### config.mk
export PLATFORM = sky130hd
export DESIGN_NAME = aeolus_multicycle_sequencer
export DESIGN_NICKNAME = d
export VERILOG_FILES = /design/src/rtl/aeolus_multicycle_sequencer.sv
export SDC_FILE = /design/constraint.sdc
export NUM_CORES = 1
export LEC_CHECK = 0
export ABC_AREA = 0
export CORE_ASPECT_RATIO = 1.2
export CORE_MARGIN = 4
export CORE_UTILIZATION = 25
export CTS_BUF_LIST = sky130_fd_sc_hd__clkbuf_4 sky130_fd_sc_hd__clkbuf_8
export CTS_CLUSTER_DIAMETER = 60
export DETAILED_ROUTE_END_ITERATION = 12
export PLACE_DENSITY = 0.55
export SYNTH_ARGS = -nofsm -noshare
export SYNTH_HDL_FRONTEND = slang
export SYNTH_SLANG_ARGS = --single-unit
export TNS_END_PERCENT = 50
### constraint.sdc
create_clock -name clk -period 4.85 [get_ports clk]
set_clock_uncertainty 0.15 [all_clocks]
set_input_delay 1.455 -clock clk [delete_from_list [all_inputs] [get_ports clk]]
set_output_delay 1.455 -clock clk [all_outputs]
set_load 0.005 [all_outputs]
### src/rtl/aeolus_multicycle_sequencer.sv
// Multi-cycle control sequencer for the Aeolus datapath: FETCH/DECODE/EXEC[/WB] per instruction,
// with run/pause/single-step control. Every output is a flop, cleared asynchronously on reset.
module aeolus_multicycle_sequencer #(
  parameter int OPCODE_WIDTH = 4,
  parameter int COUNT_WIDTH  = 8
) (
  input  logic                          clk,
  input  logic                          reset,
  input  logic                          run,
  input  logic                          step_mode,
  input  logic                          step,
  input  logic [OPCODE_WIDTH-1:0]       opcode,
  input  logic                          sf,
  output logic [OPCODE_WIDTH-1:0]       ir,
  output logic                          ir_load,
  output logic [(2**OPCODE_WIDTH)-1:0]  ctrl,
  output logic                          add_force,
  output logic                          acc_en,
  output logic                          pc_en,
  output logic                          busy,
  output logic [COUNT_WIDTH-1:0]        retired
);

  localparam int CtrlWidth = 2**OPCODE_WIDTH;
  localparam logic [OPCODE_WIDTH-1:0] OpClr  = OPCODE_WIDTH'(7);
  localparam logic [OPCODE_WIDTH-1:0] OpSnza = OPCODE_WIDTH'(8);
  localparam logic [OPCODE_WIDTH-1:0] OpSnzs = OPCODE_WIDTH'(9);

  typedef enum logic [2:0] {IDLE, FETCH, DECODE, EXEC, WB, PAUSE} state_e;

  state_e                  state_q, state_d;
  logic [OPCODE_WIDTH-1:0] ir_q, ir_d;
  logic                    sf_q, sf_d;
  logic                    step_q;
  logic [COUNT_WIDTH-1:0]  retired_q;
  logic [CtrlWidth-1:0]    ctrl_q, ctrl_d;
  logic                    ir_load_q, add_force_q, add_force_d;
  logic                    acc_en_q, acc_en_d, pc_en_q, pc_en_d, busy_q;
  logic                    cur_cond, cur_short, retire;
  logic                    nxt_cond, nxt_skip, nxt_short;

  // "short" instructions retire in EXEC: class S, or a conditional whose flag was clear.
  always_comb begin
    cur_cond  = (ir_q == OpSnza) || (ir_q == OpSnzs);
    cur_short = (ir_q < OpSnza) || (cur_cond && !sf_q);
    retire    = ((state_q == EXEC) && cur_short) || (state_q == WB);
  end

  always_comb begin
    state_d = state_q;
    unique case (state_q)
      IDLE:     if (run) state_d = FETCH;
      FETCH:    state_d = DECODE;
      DECODE:   state_d = EXEC;
      EXEC, WB: begin
        if (!retire)        state_d = WB;
        else if (!run)      state_d = IDLE;
        else if (step_mode) state_d = PAUSE;
        else                state_d = FETCH;
      end
      PAUSE: begin
        if (!run)                state_d = IDLE;
        else if (step && !step_q) state_d = FETCH;
      end
      default:  state_d = IDLE;
    endcase
  end

  assign ir_d = (state_q == FETCH)  ? opcode : ir_q;
  assign sf_d = (state_q == DECODE) ? sf     : sf_q;

  // Strobes are decoded from the upcoming state so they appear registered in that state.
  always_comb begin
    nxt_cond    = (ir_d == OpSnza) || (ir_d == OpSnzs);
    nxt_skip    = nxt_cond && !sf_d;
    nxt_short   = (ir_d < OpSnza) || nxt_skip;
    ctrl_d      = '0;
    add_force_d = 1'b0;
    acc_en_d    = 1'b0;
    pc_en_d     = 1'b0;
    if (state_d == EXEC) begin
      if (!nxt_skip)       ctrl_d      = CtrlWidth'(1) << ir_d;
      if (!nxt_short)      add_force_d = nxt_cond;
      if (nxt_short)       pc_en_d     = 1'b1;
      if (ir_d == OpClr)   acc_en_d    = 1'b1;
    end else if (state_d == WB) begin
      ctrl_d      = CtrlWidth'(1) << ir_d;
      add_force_d = nxt_cond;
      acc_en_d    = 1'b1;
      pc_en_d     = 1'b1;
    end
  end

  always_ff @(posedge clk or negedge reset) begin
    if (!reset) begin
      state_q     <= IDLE;
      ir_q        <= '0;
      sf_q        <= 1'b0;
      step_q      <= 1'b0;
      retired_q   <= '0;
      ir_load_q   <= 1'b0;
      ctrl_q      <= '0;
      add_force_q <= 1'b0;
      acc_en_q    <= 1'b0;
      pc_en_q     <= 1'b0;
      busy_q      <= 1'b0;
    end else begin
      state_q     <= state_d;
      ir_q        <= ir_d;
      sf_q        <= sf_d;
      step_q      <= step;
      if (retire) retired_q <= retired_q + COUNT_WIDTH'(1);
      ir_load_q   <= (state_d == FETCH);
      ctrl_q      <= ctrl_d;
      add_force_q <= add_force_d;
      acc_en_q    <= acc_en_d;
      pc_en_q     <= pc_en_d;
      busy_q      <= (state_d != IDLE) && (state_d != PAUSE);
    end
  end

  assign ir        = ir_q;
  assign ir_load   = ir_load_q;
  assign ctrl      = ctrl_q;
  assign add_force = add_force_q;
  assign acc_en    = acc_en_q;
  assign pc_en     = pc_en_q;
  assign busy      = busy_q;
  assign retired   = retired_q;

endmodule

* After elaboration in Yosys (flattened, before gate mapping)
Cells that the tools add are included.
** Storage, ports and cells
- Register bits after elaboration :: 38
- Logic and storage cells :: 65
** Operators by class
- Add/sub/neg operators :: 1
- Magnitude comparators :: 2
- Eq/ne operators :: 14
- Shift operators :: 1
- Multiplexer cells :: 20
- Reductions and logical operators :: 16
** Operators with widths (count)
- 16-bit 2-to-1 mux :: 3
- 3-bit 2-to-1 mux :: 6
- 4-bit equality test, second input constant :: 4
- 1-bit by 4-bit << shifter with 16-bit output, first input constant :: 1
- 3-bit one-hot mux with 5 select lines :: 1
- 3-bit by 2-bit equality test with 1-bit output, second input constant :: 3
- 3-bit equality test, second input constant :: 3
- 1-bit 2-to-1 mux :: 9
- 8-bit by 1-bit adder with 8-bit output, second input constant :: 1
- 4-bit less-than comparator, second input constant :: 2
- 3-bit by 1-bit equality test with 1-bit output, second input constant :: 2
- 1-bit logical AND :: 5
- 1-bit logical OR :: 5
- 4-bit by 3-bit equality test with 1-bit output, second input constant :: 1
- 4-bit 2-to-1 mux :: 1
- 1-bit zero test :: 3
- 3-bit zero test :: 1
- 3-bit inequality test, second input constant :: 1
- 3-bit nonzero test :: 1
- 2-bit OR reduction :: 1

* Depth between registers and ports, before layout
- Word-level depth :: 11
- Gate-level depth with buffers :: 6
- Gate-level depth less buffers :: 5

* Least setup slack after synthesis
OpenSTA, ideal clock, no wires.
- Path type :: input to register
- From :: input port sf
- To :: register ctrl_q[1], in the netlist ctrl[1]
- Library setup time :: 0.073 ns
- Arrival :: 2.091 ns
- Data required time :: 4.627 ns
- Setup slack :: 2.536 ns
- Stages :: 4
- Buffers on the path :: 0
- Cells stage by stage :: nor3b_1 > a221oi_2 > o21ai_1 > nor2_1
** On the way
- Word-level cells in the longest chain between the ends :: 5
** RTL lines
- start, declared :: line 13 : input logic sf,
- 1-bit 2-to-1 mux :: line 70 : assign sf_d = (state_q == DECODE) ? sf : sf_q;
- 1-bit zero test :: line 75 : nxt_skip = nxt_cond && !sf_d;
- 1-bit logical AND :: line 75
- 16-bit 2-to-1 mux :: line 82 : if (!nxt_skip) ctrl_d = CtrlWidth'(1) << ir_d;
- 16-bit 2-to-1 mux :: line 81 : if (state_d == EXEC) begin
- net ctrl_d[1] :: line 36 : logic [CtrlWidth-1:0] ctrl_q, ctrl_d;
- end signal, assigned :: line 114 : ctrl_q <= ctrl_d;
- end, declared :: line 36
The timed path passes the listed nets, and every way through them passes these cells.
A chain may end at the register's enable or synchronous reset.

* Final worst setup path
- From :: register ir_q[1], in the netlist ir[1]
- To :: output port ir[1]
** RTL lines
- start, declared :: line 32 : logic [OPCODE_WIDTH-1:0] ir_q, ir_d;
- start signal, assigned :: line 109 : ir_q <= ir_d;
- end, declared :: line 14 : output logic [OPCODE_WIDTH-1:0] ir,
No word-level cell between the ends.

==> qor.yml <==
run_status:
  status: "finished, final reports clean"
layout:
  area.growth.synth_to_final_pct: 35.8
  mostFrequentLayoutCell: "sky130_fd_sc_hd__clkdlybuf4s50_1"
  sequential_cell_area_um2: 951
  fillers: 664
  layout.cells.most_common_list: "41 x sky130_fd_sc_hd__clkdlybuf4s50_1, 38 x sky130_fd_sc_hd__dfrtp_1, 23 x sky130_fd_sc_hd__nor2_1"
  layout.cell_area.non_filler_um2: 2230
  drive_above_1_share_pct: 10.5
  layout.nets: 200
  multiInputGateArea_um2: 646
  insertedDiodeCount: 0
  final-instance-count-excl-fill: 275
routing:
  num_vias: 1190
  drtAntennaViolNets: 0
  avgViaCountPerCell: 4.33
  route.final.wire_length_um: 3470
  first_pass_iters: 4
  drt_iter0_drc: 43
  drt-wirelength-per-cell_um: 12.6
  drc: 0
die:
  die_area_um2: 7940
  dieHeight_um: 96.8
  dieWidth_um: 82.0
  num_io_pins: 43
  std_cell_rows: 32
  floorplan.core_area_um2: 6410
  initial_core_util_pct: 25.7
timing:
  finalWorstSetupSlack_ns: 1.84
  hold_viol_final: 0
  slew_headroom_pct: 43.9
  rsz0062_at_grt: "no"
  tns_ns: 0
  shortest_period_the_worst_path_allows_ns: 3.01
  timing_worst_slew_pin_value_ns: 0.842
  timing.final.setup_violations: 0
  max_freq_ghz: 0.332
  finalCritPeriodShare_pct: 62.0
  final_max_slew_viol_count: 0
yosys:
  post_synth_inst_count: 144
  synth_warnings: 0
  mappedNetlistNets: 155
  synth-seq-area-share_pct: 57.8
  synth_edf_count: 0
  synth_cell_types: 42
  synth_ff_type: "sky130_fd_sc_hd__dfrtp_1"
  ys_ff_latch: 38
  synth_area_um2: 1640
  proportion_of_synthesized_flip_flops_having_asynchronous_set_or_reset_pct: 100
  post_synth.cell_area_avg_um2: 11.4
clocking:
  clk_transition_reported_paths_ns: 0.08
  cts_buffers: 5
  clock_sinks: 38
  hold_buffers: 0
  cts-resized-gates: 0
  htree_levels: 2
  insertion_delay_ns: 0.28
  post-cts-setup-buffers: 0
  clockRootBuffer: "sky130_fd_sc_hd__clkbuf_8"
  cts-root-to-sink-buffers: 2
  tritoncts: "done"
placement:
  dp_slack_ns: 1.77
  portBuffers: 42
  dpl-instance-area_um2: 2140
  placedCellCount: 267
  global_placement_routability_congestion: 0.726
  dp_hpwl_um: 2560
global_route:
  maximum_number_of_pins_on_one_net_before_global_route_repair: 39
  grt.total_usage_pct: 9.43
  first_global_vias: 1211
  grt_pass1_wl_um: 5860
  grt.overflow.total: 0
  antenna_found_initial: 0
power:
  powerDensity_nw_per_um2: 574
  irDropWorstVdd_mv: 0.170
  report.power.total_uw: 1280
  power.leakage_uw: 0.000952
hold_path:
  worstHoldPathType: "flip-flop to flip-flop"
  timing.hold.worst.start: "retired[7]"
setup_path:
  crit_path_max_fanout: 9
  longest_individual_stage_delay_on_the_worst_path_ns: 0.57
  worstSetupPathType: "flip-flop to primary output"
  timing.critical_path.slowest_stage_cell: "sky130_fd_sc_hd__clkdlybuf4s50_1"
  signal_arrival_time_at_the_worst_endpoint_ns: 1.40
  crit_path_start: "ir[1]"
  regToRegStartpoint: "state_q[0]"
  worstPathCellList: "clkdlybuf4s50_1"
  cp.buffers_inverters: 1
  worst-endpoint-required_ns: 3.24
  timing.critical_path.max_delay_family: "buffers and inverters"
  critical_path.endpoint_type: "primary output"
  setup.worst_path.start_class: "flip-flop"
run:
  max_cap_viol_count: 0
==> cell usage after synthesis, types with 2 or more instances <==
cell type / instances / share of area, %
sky130_fd_sc_hd__xor2_1: 5 / 2.7
sky130_fd_sc_hd__inv_1: 5 / 1.1
sky130_fd_sc_hd__a31oi_1: 2 / 0.76
sky130_fd_sc_hd__o21ai_0: 4 / 1.2
sky130_fd_sc_hd__mux2i_1: 2 / 1.2
sky130_fd_sc_hd__nor2b_1: 2 / 0.76
sky130_fd_sc_hd__xnor2_1: 3 / 1.6
sky130_fd_sc_hd__nor3_1: 4 / 1.2
sky130_fd_sc_hd__buf_2: 2 / 0.61
sky130_fd_sc_hd__o211ai_1: 2 / 0.91
sky130_fd_sc_hd__nor3b_1: 6 / 2.7
sky130_fd_sc_hd__nand3_1: 2 / 0.61
sky130_fd_sc_hd__a21oi_1: 2 / 0.61
sky130_fd_sc_hd__o21ai_1: 4 / 1.2
sky130_fd_sc_hd__dfrtp_1: 38 / 58
sky130_fd_sc_hd__nor2_1: 23 / 5.3
sky130_fd_sc_hd__mux2_2: 2 / 1.4
sky130_fd_sc_hd__nand2b_1: 2 / 0.76
sky130_fd_sc_hd__nand2_1: 11 / 2.5
==> report_power, final <==
part / leakage, µW / switching, µW / internal (µW) / total (µW)
clock network: 0.0000472 / 110 / 114 / 224
registers: 0.000500 / 119 / 406 / 524
logic: 0.000405 / 256 / 278 / 534
==> routing by layer <==
layer / part of all wire (%) / GRT usage (%)
met5: 0 / 0
met4: 1.2 / 3.45
met3: 6.6 / 3.35
met2: 45 / 13.8
met1: 47 / 12.7
==> state kept, by name, summed over array words and instances, names as in the netlist, 3 cells and up <==
| register | cells |
|---|---|
| ctrl | 16 |
| retired | 8 |
| ir | 4 |
| state_q | 3 |
==> final cells by class <==
class	count	share of cell area (%)
clock buffer	6	3.70
clock inverter	2	0.561
inverter	5	0.841
multi-input combinational	97	28.9
sequential	38	42.6
tap	85	4.76
timing repair buffer	42	18.6
==> path summary, 6_finish.rpt <==
| kind | to | slack (ns) | cells after the start |
|---|---|---|---|
| worst max-delay path | ir[1] | 1.84 | 1 |
| worst min-delay path | retired[7] | 0.32 | 1 |
| worst max register to register | ctrl[8] | 2.74 | 5 |
| worst min register to register | retired[7] | 0.32 | 1 |
| max in group asynchronous | ctrl[9] | 2.90 | 1 |
| min in group asynchronous | retired[5] | 1.12 | 1 |
==> metrics by stage <==
step | hold slack, ns | utilization (%)
3_3_place_gp | 0.313 | 33.4
5_1_grt | 0.354 | 34.8
4_1_cts | 0.323 | 34.8
3_5_place_dp | 0.312 | 33.4
2_1_floorplan | 0.315 | -
6_report | 0.321 | 34.8
==> cell families (layout without fill, tap and decap cells) <==
| logic type | count (synthesis) | count (layout) | synth area share, % |
|---|---|---|---|
| mux | 4 | 4 | 2.59 |
| fa+ha+maj | 1 | 1 | 0.761 |
| compound gates | 23 | 23 | 11.3 |
| buf+inv | 9 | 55 | 2.89 |
| flops | 38 | 38 | 57.8 |
| xor+xnor | 8 | 8 | 4.26 |
| simple gates | 61 | 61 | 20.4 |
Note: power is estimated with default switching activity, not from simulation.
